### config.mk
export PLATFORM = sky130hd
export DESIGN_NAME = step_period_meter
export DESIGN_NICKNAME = d
export VERILOG_FILES = /design/src/rtl/step_period_meter.sv
export SDC_FILE = /design/constraint.sdc
export NUM_CORES = 1
export LEC_CHECK = 0
export CAP_MARGIN = 30
export CORE_MARGIN = 4
export CORE_UTILIZATION = 45
export DETAILED_ROUTE_END_ITERATION = 6
export GPL_TIMING_DRIVEN = 1
export PLACE_DENSITY = 0.74
export SKIP_LAST_GASP = 1
export SYNTH_ARGS = -nofsm -noshare
export SYNTH_HDL_FRONTEND = slang
export SYNTH_SLANG_ARGS = --single-unit
### constraint.sdc
create_clock -name clk -period 3.2 [get_ports clk]
set_clock_uncertainty 0.15 [all_clocks]
set_input_delay 0.32 -clock clk [delete_from_list [all_inputs] [get_ports clk]]
set_output_delay 0.32 -clock clk [all_outputs]
set_load 0.1 [all_outputs]
### src/rtl/step_period_meter.sv
// rtl/step_period_meter.sv - measures half-period of an async square wave, recovers lock and stall state.
module step_period_meter #(
  parameter int W           = 8,
  parameter int SYNC_STAGES = 2,
  parameter int TIMEOUT     = 255,
  parameter int LOCK_COUNT  = 3,
  parameter int TOL         = 0
) (
  input  logic         clk,
  input  logic         rst,
  input  logic         sig_in,
  output logic [W-1:0] half_period,
  output logic         meas_valid,
  output logic         meas_level,
  output logic         locked,
  output logic         timeout,
  output logic [15:0]  edge_count
);

  localparam int MW = (LOCK_COUNT < 1) ? 1 : $clog2(LOCK_COUNT + 1);
  localparam logic [W-1:0]  TIMEOUT_W = W'(TIMEOUT);
  localparam logic [W-1:0]  TOL_W     = W'(TOL);
  localparam logic [MW-1:0] LOCK_W    = MW'(LOCK_COUNT);

  typedef enum logic {IDLE, MEASURE} state_t;

  state_t                 state_q, state_d;
  logic [SYNC_STAGES-1:0] sync_q;
  logic                   prev_q;
  logic [W-1:0]           cnt_q, cnt_d;
  logic [W-1:0]           hp_q, hp_d;
  logic [MW-1:0]          match_q, match_d;
  logic                   valid_q, valid_d;
  logic                   level_q, level_d;
  logic                   locked_q, locked_d;
  logic                   timeout_q, timeout_d;
  logic [15:0]            ecnt_q, ecnt_d;
  logic                   sync_out;
  logic                   edge_det;
  logic [W-1:0]           diff;

  assign sync_out = sync_q[SYNC_STAGES-1];
  assign edge_det = sync_out ^ prev_q;

  always_ff @(posedge clk) begin
    if (rst) begin
      state_q   <= IDLE;
      sync_q    <= '0;
      prev_q    <= 1'b0;
      cnt_q     <= '0;
      hp_q      <= '0;
      match_q   <= '0;
      valid_q   <= 1'b0;
      level_q   <= 1'b0;
      locked_q  <= 1'b0;
      timeout_q <= 1'b0;
      ecnt_q    <= '0;
    end else begin
      state_q   <= state_d;
      sync_q    <= {sync_q[SYNC_STAGES-2:0], sig_in};
      prev_q    <= sync_out;
      cnt_q     <= cnt_d;
      hp_q      <= hp_d;
      match_q   <= match_d;
      valid_q   <= valid_d;
      level_q   <= level_d;
      locked_q  <= locked_d;
      timeout_q <= timeout_d;
      ecnt_q    <= ecnt_d;
    end
  end

  always_comb begin
    state_d   = state_q;
    cnt_d     = cnt_q;
    hp_d      = hp_q;
    match_d   = match_q;
    valid_d   = 1'b0;
    level_d   = level_q;
    locked_d  = locked_q;
    timeout_d = timeout_q;
    ecnt_d    = ecnt_q;
    diff      = (cnt_q >= hp_q) ? (cnt_q - hp_q) : (hp_q - cnt_q);
    case (state_q)
      IDLE: begin
        cnt_d = '0;
        if (edge_det) begin
          state_d   = MEASURE;
          cnt_d     = W'(1);
          ecnt_d    = ecnt_q + 16'd1;
          timeout_d = 1'b0;
        end
      end
      MEASURE: begin
        if (edge_det) begin
          hp_d    = cnt_q;
          level_d = prev_q;
          valid_d = 1'b1;
          ecnt_d  = ecnt_q + 16'd1;
          cnt_d   = W'(1);
          // match_q == 0 only before the first measurement after IDLE
          if (match_q == '0) begin
            match_d = MW'(1);
          end else if (diff <= TOL_W) begin
            match_d = (match_q < LOCK_W) ? match_q + MW'(1) : match_q;
          end else begin
            match_d = MW'(1);
          end
          locked_d = (match_d >= LOCK_W);
        end else if (cnt_q == TIMEOUT_W) begin
          state_d   = IDLE;
          cnt_d     = '0;
          timeout_d = 1'b1;
          locked_d  = 1'b0;
          match_d   = '0;
        end else begin
          cnt_d = cnt_q + W'(1);
        end
      end
      default: state_d = IDLE;
    endcase
  end

  assign half_period = hp_q;
  assign meas_valid  = valid_q;
  assign meas_level  = level_q;
  assign locked      = locked_q;
  assign timeout     = timeout_q;
  assign edge_count  = ecnt_q;

endmodule

# Yosys cells after proc, flatten, opt, wreduce, memory -nomap -nowiden

Index checks and enable logic that the tools add are counted.

Bits in latches: 0
Memories kept: 0
Word-level logic and storage cells: 55
ROM bits: 0
Bits in registers: 42
RAM bits: 0

Shift-type cells: 0
Multiplexer cells: 23
$mul: 0
Bitwise logic cells: 2
Equal/unequal tests: 4
Magnitude comparators: 4
Divide/modulo/power cells: 0
Add/sub/neg operators: 5
Reductions and logical operators: 6

Operators by type and width:

| operator                | number |
|---|---|
| $mux W8                 | 3 |
| $add A16 B1 Y16 const B | 1 |
| $mux W16                | 1 |
| $pmux W8 S2             | 1 |
| $sub A8 B8 Y8           | 2 |
| $mux W2                 | 7 |
| $mux W1                 | 9 |
| $add A8 B1 Y8 const B   | 1 |
| $eq A8 B8 Y1 const B    | 1 |
| $ge A8 B8 Y1            | 1 |
| $le A8 B1 Y1 const B    | 1 |
| $ne A2 B2 Y1 const B    | 2 |
| $pmux W1 S2             | 2 |
| $reduce_and A2 Y1       | 2 |
| $reduce_and A3 Y1       | 1 |
| $add A2 B1 Y2 const B   | 1 |
| $ge A2 B2 Y1 const B    | 1 |
| $logic_not A2 Y1        | 1 |
| $lt A2 B2 Y1 const B    | 1 |
| $ne A2 B1 Y1 const B    | 1 |
| $reduce_bool A2 Y1      | 1 |
| $reduce_or A2 Y1        | 1 |
| $not A1 Y1              | 1 |
| $xor A1 B1 Y1           | 1 |

# Depth between registers and ports, before layout

Depth in word-level cells: 9
Mapped depth: 10

# Worst setup path before layout

Ideal clock, no wire load.

Kind: register -> register
Start point: register hp_q[0] (netlist: half_period[0])
End point: register match_q[0]
Required time: 2.933 ns
Cell stages (with the launch flop): 10
Library setup time: 0.117 ns
Arrival: 3.108 ns
Path buffers: 0
Path slack: -0.175 ns
Cell sequence: dfxtp_1 inv_1 ha_1 nand2b_1 a2111oi_2 o31ai_1 a2111oi_2 a32oi_1 or4b_1 a22o_1

Cells in the longest elaborated chain, start to end: 8
Elaborated cells on any way between the ends: 10

RTL lines:

| element                                              | RTL line | source |
|---|---|---|
| from (decl)                                          | 31       | `logic [W-1:0] hp_q, hp_d;` |
| from (signal assigned)                               | 63       | `hp_q <= hp_d;` |
| $sub A8 B8 Y8 / $ge A8 B8 Y1 (equally long branches) | 83       | `diff = (cnt_q >= hp_q) ? (cnt_q - hp_q) : (hp_q - cnt_q);` |
| $mux W8 (*)                                          | 83       |  |
| $le A8 B1 Y1 (*)                                     | 104      | `end else if (diff <= TOL_W) begin` |
| $mux W2 (*)                                          | 104      |  |
| $mux W2 (*)                                          | 102      | `if (match_q == '0) begin` |
| $mux W2 (*)                                          | 95       | `if (edge_det) begin` |
| $mux W2 (*)                                          | 84       | `case (state_q)` |
| $mux W2 (*)                                          | 95       |  |
| to (signal assigned)                                 | 64       | `match_q <= match_d;` |
| to (decl)                                            | 32       | `logic [MW-1:0] match_q, match_d;` |

Every way passes the cells marked *; elsewhere a longest branch is shown, timed or not. The select of a mux whose other input is x is not followed.
A chain may end at the register's enable or synchronous reset.

# Final worst setup path

Start point: register hp_q[1] (netlist: half_period[1])
End point: register match_q[0]

Same word-level chain as after synthesis.

==> impl_results.html <==
<table>
<tr><th>Metric</th><th>Value</th></tr>
<tr><th colspan="2">Status</th></tr>
<tr><td>Status</td><td>completed</td></tr>
<tr><th colspan="2">Logic synthesis</th></tr>
<tr><td>Yosys cell types</td><td>37</td></tr>
<tr><td>Synth Warn #</td><td>0</td></tr>
<tr><td>Number of storage elements in the synthesis netlist</td><td>42</td></tr>
<tr><td>Cell area after technology mapping</td><td>about 2200 um2</td></tr>
<tr><td>Gate count of the mapped netlist</td><td>between 200 and 300</td></tr>
<tr><td>Mean post-synth cell area</td><td>a little over 8 um2</td></tr>
<tr><td>Sequential-to-total area share from yosys stat</td><td>0.378</td></tr>
<tr><td>Number of nets in the synthesized netlist</td><td>approximately 290</td></tr>
<tr><th colspan="2">Layout</th></tr>
<tr><td>Number of nets in the layout</td><td>between 300 and 400</td></tr>
<tr><td>Number of fillers in the final layout</td><td>463</td></tr>
<tr><td>Finished Layout Cells</td><td>around 370</td></tr>
<tr><td>Diode count</td><td>0</td></tr>
<tr><td>Share of post-route cells with drive strength above 1</td><td>0.132</td></tr>
<tr><td>Area added between synthesis and finish</td><td>19.0%</td></tr>
<tr><th colspan="2">Critical path</th></tr>
<tr><td>Slack of the worst reg-to-reg path</td><td>between 300 and 400 ps</td></tr>
<tr><td>Crit end category</td><td>flip-flop</td></tr>
<tr><td>Cell chain of the critical path</td><td>inv_1 &gt; ha_1 &gt; and2b_1 &gt; o21ai_0 &gt; nand3_1 &gt; a2111oi_2 &gt; a32oi_1 &gt; or4b_1 &gt; a22o_1</td></tr>
<tr><td>Crit Path Max Fanout</td><td>5</td></tr>
<tr><td>Startpoint type of the worst setup path</td><td>flip-flop</td></tr>
<tr><td>Setup Crit Path Kind</td><td>reg -&gt; reg</td></tr>
<tr><td>CP arrival</td><td>around 2900 ps</td></tr>
<tr><td>Req. time, crit path</td><td>roughly 3200 ps</td></tr>
<tr><td>Slowest-stage cell, CP</td><td>sky130_fd_sc_hd__or4b_1</td></tr>
<tr><td>Critical path's largest stage delay</td><td>470 ps</td></tr>
<tr><th colspan="2">Timing</th></tr>
<tr><td>Time the final worst path needs with I/O delays and setup</td><td>between 2000 and 3000 ps</td></tr>
<tr><td>Final hold viol count</td><td>0</td></tr>
<tr><td>Fin. max-slew vios</td><td>0</td></tr>
<tr><td>Final worst-path cycle share</td><td>0.886</td></tr>
<tr><td>RSZ-0062 raised after global routing</td><td>false</td></tr>
<tr><td>Final setup viols</td><td>0</td></tr>
<tr><td>Maximum clock frequency</td><td>approximately 0.35 GHz</td></tr>
<tr><td>Max-Slew Margin vs Limit</td><td>0.349</td></tr>
<tr><td>Setup tns final</td><td>0 ps</td></tr>
<tr><td>Worst-case hold slack</td><td>~300 ps</td></tr>
<tr><td>Pin slew with the least headroom to its limit</td><td>around 1000 ps</td></tr>
<tr><th colspan="2">Die</th></tr>
<tr><td>Initial Utilization</td><td>0.468</td></tr>
<tr><td>Area inside the core boundary</td><td>about 4800 um2</td></tr>
<tr><td>FP Rows</td><td>25</td></tr>
<tr><td>Die outline height</td><td>78.4 um</td></tr>
<tr><td>Die boundary width</td><td>roughly 80 um</td></tr>
<tr><td>Count of pins on the block boundary</td><td>31</td></tr>
<tr><td>Full die area</td><td>6140 um2</td></tr>
<tr><th colspan="2">Clock tree</th></tr>
<tr><td>Clock-pin slew on the worst setup and hold paths</td><td>around 70 ps</td></tr>
<tr><td>Clock network latency to the later pin of the worst-skew pair</td><td>roughly 300 ps</td></tr>
<tr><td>Clock tree from TritonCTS</td><td>yes</td></tr>
<tr><td>Level count of the clock H-tree</td><td>2</td></tr>
<tr><td>TritonCTS buffer count</td><td>5</td></tr>
<tr><td>Maximum count of clock buffers along a single path</td><td>2</td></tr>
<tr><td>Hold Buf Count CTS</td><td>0</td></tr>
<tr><td>Gates resized, CTS repair</td><td>0</td></tr>
<tr><td>Sink Count</td><td>42</td></tr>
<tr><td>Number of setup buffers added after CTS</td><td>0</td></tr>
<tr><td>Master cell of the clock root buffer</td><td>sky130_fd_sc_hd__clkbuf_8</td></tr>
<tr><th colspan="2">Routing</th></tr>
<tr><td>DR iter-0 viols</td><td>between 70 and 80</td></tr>
<tr><td>Final routed wirelength across all metal layers</td><td>4880 um</td></tr>
<tr><td>DRC errors left</td><td>0</td></tr>
<tr><td>Total iterations of the first detailed-routing run</td><td>4</td></tr>
<tr><td>Routed vias/inst</td><td>approximately 5.2</td></tr>
<tr><td>Remaining antenna violation count</td><td>0</td></tr>
<tr><td>Via count</td><td>about 1,900</td></tr>
<tr><td>Average wire length per cell after detail routing</td><td>approximately 13 um</td></tr>
<tr><th colspan="2">Global routing</th></tr>
<tr><td>First-pass GRT wire length</td><td>between 8000 and 9000 um</td></tr>
<tr><td>All-layer global routing usage</td><td>0.170</td></tr>
<tr><td>Initial antenna violation count</td><td>0</td></tr>
<tr><td>Vias in the first global route</td><td>1,830</td></tr>
<tr><td>Largest net degree at the start of global routing</td><td>20</td></tr>
<tr><td>Congestion Overflow GR</td><td>0</td></tr>
<tr><th colspan="2">Job</th></tr>
<tr><td>Max-Cap Viols</td><td>0</td></tr>
<tr><th colspan="2">Place</th></tr>
<tr><td>Final weighted congestion of routability-driven global placement</td><td>0.998</td></tr>
<tr><td>Count of placed standard cells including taps</td><td>between 300 and 400</td></tr>
<tr><td>Final HPWL from detailed placement</td><td>roughly 3700 um</td></tr>
<tr><td>Number of buffer cells added on primary ports</td><td>30</td></tr>
<tr><th colspan="2">Worst hold path</th></tr>
<tr><td>Hold WC Path Type</td><td>reg -&gt; reg</td></tr>
<tr><th colspan="2">Power</th></tr>
<tr><td>Power per unit of standard cell area</td><td>359 nW/um2</td></tr>
<tr><td>Worst IR drop on VDD</td><td>between 200 and 250 uV</td></tr>
<tr><td>Total leakage power</td><td>roughly 0.0010 uW</td></tr>
</table>
==> path summary, 6_finish.rpt <==
check	cells past startpoint	endpoint	startpoint
min	1	sync_q[1]	sync_q[0]
max	9	match_q[0]	half_period[1]
min reg2reg	1	sync_q[1]	sync_q[0]
max reg2reg	9	match_q[0]	half_period[1]
==> report_power, final <==
group          total, uW  switching, uW  internal, uW
sequential           534           5.80           528
clock                351            177           174
combinational       66.2           45.4          20.8
total                951            228           723
==> logic make-up (layout without fill, tap and decap cells) <==
group | after synthesis | after routing | share of synthesized area
xor+xnor | 25 | 25 | 0.0983
buf+inv | 27 | 60 | 0.0455
fa+ha+maj | 17 | 17 | 0.0955
flops | 42 | 42 | 0.378
simple gates | 109 | 109 | 0.235
compound gates | 51 | 51 | 0.148
==> state kept, by name, summed over array words and instances, names as in the netlist <==
register,count
meas_valid,1
cnt_q,8
edge_count,16
sync_q,2
timeout,1
meas_level,1
half_period,8
locked,1
prev_q,1
match_q,2
state_q,1
==> layout by cell type, fill, tap and decap left out, types with 3 or more instances in the layout <==
| cell | instances |
|---|---|
| sky130_fd_sc_hd__clkbuf_8 | 6 |
| sky130_fd_sc_hd__dfxtp_1 | 36 |
| sky130_fd_sc_hd__nor3_1 | 6 |
| sky130_fd_sc_hd__o21ai_0 | 7 |
| sky130_fd_sc_hd__nand3_1 | 22 |
| sky130_fd_sc_hd__nand2_1 | 26 |
| sky130_fd_sc_hd__a21oi_1 | 22 |
| sky130_fd_sc_hd__nand4_1 | 5 |
| sky130_fd_sc_hd__o31ai_1 | 3 |
| sky130_fd_sc_hd__nor2_1 | 30 |
| sky130_fd_sc_hd__dfxtp_2 | 6 |
| sky130_fd_sc_hd__nor2b_1 | 6 |
| sky130_fd_sc_hd__buf_4 | 24 |
| sky130_fd_sc_hd__inv_1 | 19 |
| sky130_fd_sc_hd__ha_1 | 17 |
| sky130_fd_sc_hd__clkdlybuf4s50_1 | 9 |
| sky130_fd_sc_hd__and4_1 | 3 |
| sky130_fd_sc_hd__xnor2_1 | 9 |
| sky130_fd_sc_hd__xor2_1 | 16 |
| sky130_fd_sc_hd__a22o_1 | 3 |
==> metal layers <==
| layer | vias to the layer above | wire (um) | GRT usage |
|---|---|---|---|
| met5 | - | 0 | 0 |
| met4 | 0 | 136 | 0.0804 |
| met3 | 12 | 209 | 0.0310 |
| met2 | 43 | 2340 | 0.282 |
| met1 | 896 | 2200 | 0.215 |
| li1 | 987 | - | - |
==> area by class of cell <==
class,instances,area (um2),area share
tap,67,83.8,0.0316
multi-input combinational,202,1280,0.485
inverter,19,71.3,0.0269
timing repair buffer,33,270,0.102
clock buffer,7,86.3,0.0326
sequential,42,848,0.320
clock inverter,1,5.00,0.00189
==> per-stage QoR <==
stage | util | cell area [um2] | setup WS [ps] | power (uW)
CTS | 0.557 | 2650 | 364 | 959
global placement | 0.538 | 2560 | 398 | 612
global route | 0.557 | 2650 | 154 | 993
floorplan | - | 2230 | 13.3 | 594
finish | 0.557 | 2650 | 366 | 951
detailed placement | 0.538 | 2560 | 388 | 612
==> cells in the mapped netlist <==
library cell,count,area (um2)
sky130_fd_sc_hd__a21oi_1,22,110
sky130_fd_sc_hd__a32oi_1,1,8.76
sky130_fd_sc_hd__o21bai_1,1,7.51
sky130_fd_sc_hd__a21o_1,2,15.0
sky130_fd_sc_hd__and3_1,2,12.5
sky130_fd_sc_hd__nand3_1,22,110
sky130_fd_sc_hd__and2b_1,1,7.51
sky130_fd_sc_hd__nor3_1,6,30.0
sky130_fd_sc_hd__o211ai_1,2,15.0
sky130_fd_sc_hd__inv_1,19,71.3
sky130_fd_sc_hd__a22o_1,3,26.3
sky130_fd_sc_hd__nand2_1,26,97.6
sky130_fd_sc_hd__a21boi_1,1,7.51
sky130_fd_sc_hd__or2_2,1,6.26
sky130_fd_sc_hd__o31ai_1,3,22.5
sky130_fd_sc_hd__a211o_1,1,8.76
sky130_fd_sc_hd__o21a_1,2,15.0
sky130_fd_sc_hd__nand4_1,5,31.3
sky130_fd_sc_hd__and2_1,1,6.26
sky130_fd_sc_hd__and4_1,3,26.3
sky130_fd_sc_hd__and3b_1,1,8.76
sky130_fd_sc_hd__o311ai_1,1,8.76
sky130_fd_sc_hd__nor2b_1,6,37.5
sky130_fd_sc_hd__ha_1,17,213
sky130_fd_sc_hd__dfxtp_1,42,841
sky130_fd_sc_hd__xnor2_1,9,78.8
sky130_fd_sc_hd__nor3b_1,1,7.51
sky130_fd_sc_hd__nand2b_1,1,6.26
sky130_fd_sc_hd__nor2_1,30,113
sky130_fd_sc_hd__or3_1,2,12.5
sky130_fd_sc_hd__xor2_1,16,140
sky130_fd_sc_hd__a211oi_1,2,15.0
sky130_fd_sc_hd__clkbuf_1,8,30.0
sky130_fd_sc_hd__o21ai_1,1,5.00
sky130_fd_sc_hd__or4b_1,1,10.0
sky130_fd_sc_hd__o21ai_0,7,35.0
sky130_fd_sc_hd__a2111oi_2,2,30.0
==> critical path: cells and delay by family (launching register included) <==
family                     cells  cell delay, ps
buffers and inverters          1              50
DFF                            1             350
adders and majority gates      1             350
AOI/OAI and AO/OA              4             970
and+or+nand+nor                3             860
Power figures use the tool's default switching activity.
